## src/rtl/bm_seq_ctrl.sv

```systemverilog
// Sequential radix-2 Booth multiplier: one add/sub-and-shift step per clock, valid/ready on both sides.
// Optional macro BM_OPS_CNT_EN adds OPS_CNT, the count of add/sub steps behind the current OUT.
module bm_seq_ctrl #(
  parameter int WIDTH = 4
) (
  input  logic                 CLK,
  input  logic                 RST_N,
  input  logic                 IN_VALID,
  output logic                 IN_READY,
  input  logic [WIDTH-1:0]     Q_IN,
  input  logic [WIDTH-1:0]     N_IN,
  output logic                 OUT_VALID,
  input  logic                 OUT_READY,
  output logic [2*WIDTH-1:0]   OUT,
`ifdef BM_OPS_CNT_EN
  output logic [$clog2(WIDTH+1)-1:0] OPS_CNT,
`endif
  output logic                 BUSY
);

  localparam int CW = $clog2(WIDTH);
  localparam logic [CW-1:0] LAST = CW'(WIDTH - 1);
`ifdef BM_OPS_CNT_EN
  localparam int OW = $clog2(WIDTH + 1);
`endif

  typedef enum logic [1:0] {
    IDLE = 2'd0,
    CALC = 2'd1,
    HOLD = 2'd2
  } state_t;

  state_t           state_r;
  logic [WIDTH:0]   a_r;
  logic [WIDTH-1:0] q_r;
  logic             q0_r;
  logic [WIDTH-1:0] n_r;
  logic [CW-1:0]    cnt_r;
`ifdef BM_OPS_CNT_EN
  logic [OW-1:0]    ops_r;
`endif

  logic [WIDTH:0]   n_ext;
  logic [WIDTH:0]   sum;
  logic [WIDTH:0]   a_next;
  logic [WIDTH-1:0] q_next;
  logic             is_op;

  // One Booth step: q_r shifts right each cycle, so q_r[0] is always the original bit i.
  always_comb begin
    n_ext = {n_r[WIDTH-1], n_r};
    sum   = a_r;
    is_op = 1'b0;
    case ({q_r[0], q0_r})
      2'b10: begin
        sum   = a_r - n_ext;
        is_op = 1'b1;
      end
      2'b01: begin
        sum   = a_r + n_ext;
        is_op = 1'b1;
      end
      default: begin
        sum   = a_r;
        is_op = 1'b0;
      end
    endcase
    a_next = {sum[WIDTH], sum[WIDTH:1]};
    q_next = {sum[0], q_r[WIDTH-1:1]};
  end

  // Control FSM and datapath registers; all outputs are registered.
  always_ff @(posedge CLK) begin
    if (!RST_N) begin
      state_r   <= IDLE;
      a_r       <= '0;
      q_r       <= '0;
      q0_r      <= 1'b0;
      n_r       <= '0;
      cnt_r     <= '0;
      OUT       <= '0;
      OUT_VALID <= 1'b0;
      IN_READY  <= 1'b1;
      BUSY      <= 1'b0;
`ifdef BM_OPS_CNT_EN
      ops_r     <= '0;
      OPS_CNT   <= '0;
`endif
    end else begin
      case (state_r)
        IDLE: begin
          if (IN_VALID) begin
            q_r      <= Q_IN;
            n_r      <= N_IN;
            a_r      <= '0;
            q0_r     <= 1'b0;
            cnt_r    <= '0;
            IN_READY <= 1'b0;
            BUSY     <= 1'b1;
            state_r  <= CALC;
`ifdef BM_OPS_CNT_EN
            ops_r    <= '0;
`endif
          end
        end
        CALC: begin
          a_r  <= a_next;
          q_r  <= q_next;
          q0_r <= q_r[0];
`ifdef BM_OPS_CNT_EN
          ops_r <= ops_r + OW'(is_op);
`endif
          if (cnt_r == LAST) begin
            OUT       <= {a_next[WIDTH-1:0], q_next};
            OUT_VALID <= 1'b1;
            state_r   <= HOLD;
`ifdef BM_OPS_CNT_EN
            OPS_CNT   <= ops_r + OW'(is_op);
`endif
          end else begin
            cnt_r <= cnt_r + CW'(1);
          end
        end
        HOLD: begin
          if (OUT_READY) begin
            OUT_VALID <= 1'b0;
            IN_READY  <= 1'b1;
            BUSY      <= 1'b0;
            state_r   <= IDLE;
          end
        end
        default: begin
          state_r   <= IDLE;
          OUT_VALID <= 1'b0;
          IN_READY  <= 1'b1;
          BUSY      <= 1'b0;
        end
      endcase
    end
  end

endmodule

```

## config.mk

```make
export PLATFORM = sky130hd
export DESIGN_NAME = bm_seq_ctrl
export DESIGN_NICKNAME = d
export VERILOG_FILES = /design/src/rtl/bm_seq_ctrl.sv
export SDC_FILE = /design/constraint.sdc
export NUM_CORES = 1
export LEC_CHECK = 0
export ABC_AREA = 1
export CAP_MARGIN = 20
export CORE_MARGIN = 2
export CORE_UTILIZATION = 52
export DETAILED_ROUTE_END_ITERATION = 16
export HOLD_SLACK_MARGIN = 0.06
export PLACE_DENSITY = 0.78
export SLEW_MARGIN = 10
export SYNTH_ARGS = -nofsm -noshare
export SYNTH_HDL_FRONTEND = slang
export SYNTH_SLANG_ARGS = --single-unit
```

## constraint.sdc

```tcl
create_clock -name CLK -period 2.3 [get_ports CLK]
set_input_delay 0.345 -clock CLK [delete_from_list [all_inputs] [get_ports CLK]]
set_output_delay 0.345 -clock CLK [all_outputs]
set_load 0.01 [all_outputs]
```

# Word-level counts from Yosys, hierarchy flattened
# Cells that the tools add are included.
# word_totals
reg_bits	29
out_inout_bits	11
elab_cells	54
# op_classes
n_addsub	3
n_eq_ne	9
mux	21
bitwise	2
n_reduce_logical	9
# ops
operator	count
$pmux 5 s2	2
$reduce_and 3->1	4
$mux 2	5
$pmux 1 s3	3
$ne 2x2->1 const B	4
$pmux 4 s2	1
$eq 2x2->1 const B	3
$pmux 2 s3	1
$reduce_and 2->1	3
$add 5x5->5	1
$mux 1	5
$mux 5	1
$sub 5x5->5	1
$eq 2x1->1 const B	2
$mux 4	1
$pmux 2 s2	1
$add 2x1->2 const B	1
$logic_not 2->1	1
$not 1->1	2
$pmux 1 s2	1
$reduce_bool 2->1	1

# Longest topological paths before layout
# Gate-level depths: netlist of the first run.
# depth
ltp_word	3
mapped_depth	15

# Worst setup path after synthesis of the first run
# OpenSTA, ideal clock, no wires.
# synth_path
path_kind	register -> register
startpoint	reg n_r[0]
endpoint	reg OUT[7]
setup_time_ns	0.114
arrival_ns	1.806
required_time_ns	2.186
path_slack_ns	0.380
stages_incl_launch_ff	14
n_path_buf	0
synth_period_minus_slack_ns	1.920
cell_sequence	dfxtp_1 -> inv_1 -> ha_1 -> nand2_1 -> o21ai_0 -> fa_1 -> nand3_1 -> nand3_1 -> nand2_1 -> nand3_1 -> nand2_1 -> nand2_1 -> o21bai_1 -> inv_1
# synth_via
elab_chain_cells	2
# synth_rtl
element	line	source
start: declaration	37	logic [WIDTH-1:0] n_r;
start signal: assignment	79	n_r <= '0;
start signal: assignment	94	n_r <= N_IN;
$add 5x5->5 / $sub 5x5->5 (equally long branches)	60, 56	
$pmux 5 s2 (*)	54	case ({q_r[0], q0_r})
end signal: assignment	114	OUT <= {a_next[WIDTH-1:0], q_next};
end: declaration	14	output logic [2*WIDTH-1:0] OUT,
# Mark *: on every way between the ends. The rest lies on a longest branch, timed or not.
# A chain may end at the register's enable or synchronous reset.

# Worst setup path after layout of the first run
# layout_path
startpoint	reg q_r[0]
endpoint	reg a_r[3]
# layout_via
elab_chain_cells	3
# layout_rtl
element	line	source
start: declaration	35	logic [WIDTH-1:0] q_r;
start signal: assignment	108	q_r <= q_next;
$eq 2x1->1 / $eq 2x2->1 (equally long branches)	54	
$pmux 5 s2 (*)	54	
$pmux 5 s2 (*)	90	case (state_r)
end signal: assignment	107	a_r <= a_next;
end: declaration	34	logic [WIDTH:0] a_r;
# Marked as above.

==> results of run 1 <==
-- worst min-delay path, delay by kind of cell (launching register included) --
family	cells	cell delay [ns]
simple gates	1	0.06
flops	1	0.33
compound gates	1	0.05
-- through the flow --
step / hold slack, ns / utilization / power (mW)
after floorplan: 0.443 / - / 0.676
after global placement: 0.442 / 0.655 / 0.731
after detailed placement: 0.454 / 0.655 / 0.743
after CTS: 0.476 / 0.664 / 0.935
after global routing: 0.490 / 0.670 / 0.990
final: 0.472 / 0.670 / 0.935
-- cells by family (layout without fill, tap and decap cells) --
| kind of cell | after synthesis | after routing | share of synthesized area |
|---|---|---|---|
| mux | 1 | 1 | 0.00715 |
| buf+inv | 25 | 49 | 0.0822 |
| compound gates | 47 | 47 | 0.189 |
| xor+xnor | 1 | 1 | 0.00626 |
| simple gates | 73 | 73 | 0.229 |
| flops | 28 | 28 | 0.400 |
| fa+ha+maj | 9 | 9 | 0.0858 |
-- worst min-delay path by stage --
stage	from	endpoint	slack [ns]	cells past startpoint
3_3_place_gp	IN_READY$_SDFFE_PN1P_	IN_READY$_SDFFE_PN1P_	0.44	2
4_1_cts	OUT[3]$_SDFFE_PN0P_	OUT[3]$_SDFFE_PN0P_	0.48	2
3_5_place_dp	IN_READY$_SDFFE_PN1P_	IN_READY$_SDFFE_PN1P_	0.45	2
2_1_floorplan	q0_r$_SDFFE_PN0P_	q0_r$_SDFFE_PN0P_	0.44	2
6_report	BUSY$_SDFFE_PN0P_	BUSY$_SDFFE_PN0P_	0.47	2
5_1_grt	OUT[3]$_SDFFE_PN0P_	OUT[3]$_SDFFE_PN0P_	0.49	2
-- area by class of cell --
| cell class | instances | area, µm² |
|---|---|---|
| Clock buffer | 3 | 22.5 |
| Fill cell | 217 | 833 |
| Tap cell | 30 | 37.5 |
| Inverter | 22 | 95.1 |
| Sequential cell | 28 | 562 |
| Timing Repair Buffer | 24 | 235 |
| Multi-Input combinational cell | 131 | 737 |
-- timing repair --
item / 4_1_cts / 5_1_grt
endpoints found under the setup margin: 0 / 3
resized for setup: 0 / 5
hold endpoints to repair: 0 / 0
-- flip-flops by register name, summed over array words and instances, names as in the netlist --
register / flops
OUT: 8
a_r: 4
n_r: 4
q_r: 4
cnt_r: 2
state_r: 2
BUSY: 1
IN_READY: 1
OUT_VALID: 1
q0_r: 1
-- layer usage --
metal  vias to the layer above  part of all wire  global-route usage
met4                         0             0.019              0.0850
met5                         -                 0                   0
li1                        657                 -                   -
met2                        18              0.50               0.350
met1                       600              0.46               0.256
met3                         7             0.020              0.0279
-- power groups by stage --
stage,Combinational (mW),Clock (mW),Sequential [mW]
2_1_floorplan,0.142,0,0.534
3_3_place_gp,0.196,0,0.535
3_5_place_dp,0.206,0,0.537
4_1_cts,0.207,0.202,0.526
5_1_grt,0.241,0.219,0.531
6_report,0.212,0.196,0.527
-- Yosys cell counts (all sizes together) --
cell,n
nand3b,1
o211ai,2
o21ai,14
o211a,1
inv,21
nand4,1
fa,1
nor2,8
nand3,9
a21oi,22
a31oi,4
o21bai,1
buf,2
xor2,1
mux2i,1
o22ai,2
dfxtp,28
clkinv,1
o21a,1
ha,8
clkbuf,1
nand2,54
-- placed cells by master, fill, tap and decap left out, types with 4 or more instances in the layout --
| cell | synthesis | routed |
|---|---|---|
| inv_1 | 20 | 20 |
| o21ai_0 | 12 | 11 |
| a31oi_1 | 4 | 4 |
| clkdlybuf4s50_1 | 0 | 22 |
| ha_1 | 8 | 8 |
| a21oi_1 | 22 | 21 |
| nand2_1 | 51 | 51 |
| nor2_1 | 7 | 7 |
| nand3_1 | 9 | 9 |
| dfxtp_1 | 28 | 27 |
==> run summary, run 1 <==
Critical path endpoint = a_r[3]$_SDFFE_PN0P_
I/O Buffers = 22
Vias in the first global route = 1184
Core Footprint = 2520 µm²
# placed instances = 235
CTS max path bufs = 2
Core Rows = 18
Sequential-to-total area share from yosys stat = 0.400
Levels on crit path = 14
Worst Slack Setup Final = 0.161 ns
Hold Vio Cnt, Final = 0
Leak = 0.761 nW
Share of post-route cells with drive strength above 1 = 0.0817
Critical Path RT = 2.56 ns
IO Pins = 23
Post-route DRC = 0
Delay-heaviest family, CP = simple AND/OR/NAND/NOR gates
Max-Cap Viols = 0
Max transition margin = 0.692
H-tree Lvls = 1
Die width = 55.9 µm
Distinct cell type count of the synthesized netlist = 29
CP most frequent cell = nand2_1
Sequential share of power = 0.564
Fin. max-slew vios = 0
Post-Syn Area = 1400 µm²
Sw Ratio = 0.296
Router iterations before antenna repair = 4
Final min period = 2.14 ns
Initial antenna violation count = 0
TritonCTS Buffers = 3
Logic pwr share = 0.226
Worst setup EP type = flip-flop
Placer congestion estimate = 0.860
NetSw = 277 µW
Cell Count, Final, Fillers Out = 238
Slowest stage cell, crit path = dfxtp_2
Reg2reg start = q_r[0]$_SDFFE_PN0P_
Seq cells post-synth = 28
Gr usage total = 0.204
Setup TNS = 0 ns
Syn nets = 205
Worst VDD drop = 0.399 mV
Arr. time, crit path = 2.40 ns
Layout Nets = 231
Crit-path cells = inv_1 > ha_1 > a31oi_1 > xor2_1 > ha_1 > nand2_1 > nand2_1 > nor2_1 > nand2_1 > nand3_1 > nand2_1 > nand2_1 > nand2_1 > a21oi_1
Yosys top cell by area = dfxtp_1
Critical path startpoint category = flip-flop
Pwr/cell area = 554 nW/µm²
Clock-pin slew on the worst setup and hold paths = 0.14 ns
Worst slack, placed = 0.129 ns
F_max = 468 MHz
Worst Hold Class = flip-flop to flip-flop
Slew @ Worst Pin = 0.461 ns
CP Class = flip-flop to flip-flop
Global-route wire length before repair = 5110 µm
DIE HEIGHT = 55.9 µm
Fin Clk Skew = 0.00200 ns
Total number of yosys warnings = 0
Worst Reg-to-Reg Cells = 14
Hold_buf cts = 0
Die area = 3120 µm²
Final wirelength = 2980 µm
Final HPWL DP = 2330 µm
CP Launch Point = q_r[0]$_SDFFE_PN0P_
Postcts setup bufs = 0
DR vias/cell = 5.39
P&R area growth vs syn = 20.6%
Clock share of power = 0.210
Initial core utilization = 0.555
Total clock sinks = 28
Area after DPL = 1650 µm²
Cells after Synth = 184
Post-route ant nets = 0
CTS tree = done
R2R Path End = a_r[3]$_SDFFE_PN0P_
Synth Area per Inst = 7.61 µm²
DRT iter0 DRCs = 59
Largest net degree at the start of global routing = 16
R2R Setup Slk = 0.16 ns
CP peak stage delay = 0.37 ns
RSZ-0062 raised after global routing = no
Share of the synthesized area in the top cell type = 0.400
Via count = 1282
Final period util = 0.930
Status = completed
WL/cell = 12.5 µm
Clock Latency Late Sink = 0.32 ns
CP Max Fanout = 4
Main area contributors after synthesis = dfxtp_1, nand2_1, a21oi_1
WP buf/inv = 1
P_int = 658 µW
Root Driver = clkbuf_4
GR Overflow Total = 0
Ant. Diodes = 0
# setup viols final = 0
Final Cell Area = 1690 µm²
No activity file was read; power rests on OpenSTA's default activity.
==> inputs of run 2 (changes only) <==
- MAX_ROUTING_LAYER: not set -> met4
==> run 2 against run 1 <==
Against the previous run: clock power about the same; clock skew barely moved; wire length did not move.
==> run summary, run 2 (synthesis gave the netlist of run 1 again) <==
Status = completed
Max-Cap Viols = 0
Worst setup EP type = flip-flop
Worst VDD drop = 0.399 mV
WL/cell = 12.5 µm
IO Pins = 23
Total clock sinks = 28
Logic pwr share = 0.226
Final min period = 2.14 ns
Postcts setup bufs = 0
CP Max Fanout = 4
Cell Count, Final, Fillers Out = 238
Fill cell count = 217
DR vias/cell = 5.38
Max transition margin = 0.693
I/O Buffers = 22
RSZ-0062 raised after global routing = no
Share of post-route cells with drive strength above 1 = 0.0817
Die area = 3120 µm²
DIE HEIGHT = 55.9 µm
P_int = 658 µW
CTS tree = done
Commonest non-fill, non-tap cell in the layout = nand2_1
Sequential share of power = 0.563
Arr. time, crit path = 2.40 ns
P&R area growth vs syn = 20.6%
Final HPWL DP = 2330 µm
Clock Latency Late Sink = 0.32 ns
Ant. Diodes = 0
Setup TNS = 0 ns
Worst Hold Class = flip-flop to flip-flop
Sw Ratio = 0.297
Slew @ Worst Pin = 0.461 ns
Initial core utilization = 0.555
Post-CTS Resized = 0
CP Class = flip-flop to flip-flop
Pwr/cell area = 554 nW/µm²
Core Footprint = 2520 µm²
Layout Nets = 231
Root Driver = clkbuf_4
Core Rows = 18
Critical Path RT = 2.56 ns
Max reg flops = 8
Largest net degree at the start of global routing = 16
Leak = 0.761 nW
Fin. max-slew vios = 0
Hold_buf cts = 0
H-tree Lvls = 1
Die width = 55.9 µm
GR Overflow Total = 0
Router iterations before antenna repair = 4
Initial antenna violation count = 0
Top reg by flops = OUT
Post-route ant nets = 0
Post-route DRC = 0
Clock share of power = 0.211
Global-route wire length before repair = 5110 µm
DRT iter0 DRCs = 59
Via count = 1280
Most used cells in the layout excluding fill and tap cells = nand2_1, dfxtp_1, clkdlybuf4s50_1
# setup viols final = 0
Clock-pin slew on the worst setup and hold paths = 0.14 ns
Vias in the first global route = 1185
Placer congestion estimate = 0.874
TritonCTS Buffers = 3
Fin Clk Skew = 0.00217 ns
# placed instances = 235
Final wirelength = 2980 µm
Final period util = 0.930
F_max = 468 MHz
Hold Vio Cnt, Final = 0
Gr usage total = 0.210
Register area = 562 µm²
Multi-input gate area = 737 µm²
NetSw = 278 µW
Critical path startpoint category = flip-flop
CTS max path bufs = 2
-- run 2: path summary, 6_finish.rpt --
kind                                          start             endpoint  slack [ns]  depth (start not counted)
worst max-delay path            q_r[0]$_SDFFE_PN0P_  a_r[3]$_SDFFE_PN0P_        0.16                         14
worst min-delay path              BUSY$_SDFFE_PN0P_    BUSY$_SDFFE_PN0P_        0.47                          2
worst max register to register  q_r[0]$_SDFFE_PN0P_  a_r[3]$_SDFFE_PN0P_        0.16                         14
worst min register to register    BUSY$_SDFFE_PN0P_    BUSY$_SDFFE_PN0P_        0.47                          2
-- run 2: final cells by class --
type / instances / share of cell area
clock buffers: 3 / 0.0133
inverters: 22 / 0.0563
multi-input cells: 131 / 0.436
flip-flops and latches: 28 / 0.333
well taps: 30 / 0.0222
repair buffers: 24 / 0.139
-- run 2: power groups by stage --
stage / clock [mW] / sequential, mW / combinational, mW
floorplan: 0 / 0.534 / 0.142
global placement: 0 / 0.535 / 0.196
detailed placement: 0 / 0.537 / 0.206
CTS: 0.202 / 0.526 / 0.207
global route: 0.219 / 0.531 / 0.241
finish: 0.197 / 0.527 / 0.212
-- run 2: critical path: stages (launching register included) --
cell and delay, ns:
dfxtp_2 0.37, inv_1 0.04, ha_1 0.22, a31oi_1 0.18, xor2_1 0.21, ha_1 0.30, nand2_1 0.11, nand2_1 0.06
nor2_1 0.10, nand2_1 0.08, nand3_1 0.09, nand2_1 0.05, nand2_1 0.08, nand2_1 0.05, a21oi_1 0.13
-- run 2: layer usage --
| layer | vias up | global-route usage | routed length, µm |
|---|---|---|---|
| met4 | 0 | 0.0850 | 55 |
| met5 | - | - | 0 |
| met3 | 7 | 0.0279 | 63 |
| met2 | 18 | 0.350 | 1480 |
| met1 | 598 | 0.256 | 1390 |
| li1 | 657 | - | - |
-- run 2: per-stage QoR --
stage	worst slack [ns]	instance area, µm²	total power, mW	hold WS (ns)	utilization
floorplan	0.380	1400	0.676	0.443	-
global placement	0.259	1650	0.731	0.442	0.655
detailed placement	0.129	1650	0.743	0.454	0.655
CTS	0.0836	1680	0.935	0.476	0.664
global route	0.0168	1690	0.990	0.490	0.670
finish	0.161	1690	0.936	0.472	0.670
==> inputs of run 3 (changes only) <==
- ABC_CLOCK_PERIOD_IN_PS: not set -> 2300
==> results of run 3 <==
Final layout, timing and power as in run 2 (identical DEF).
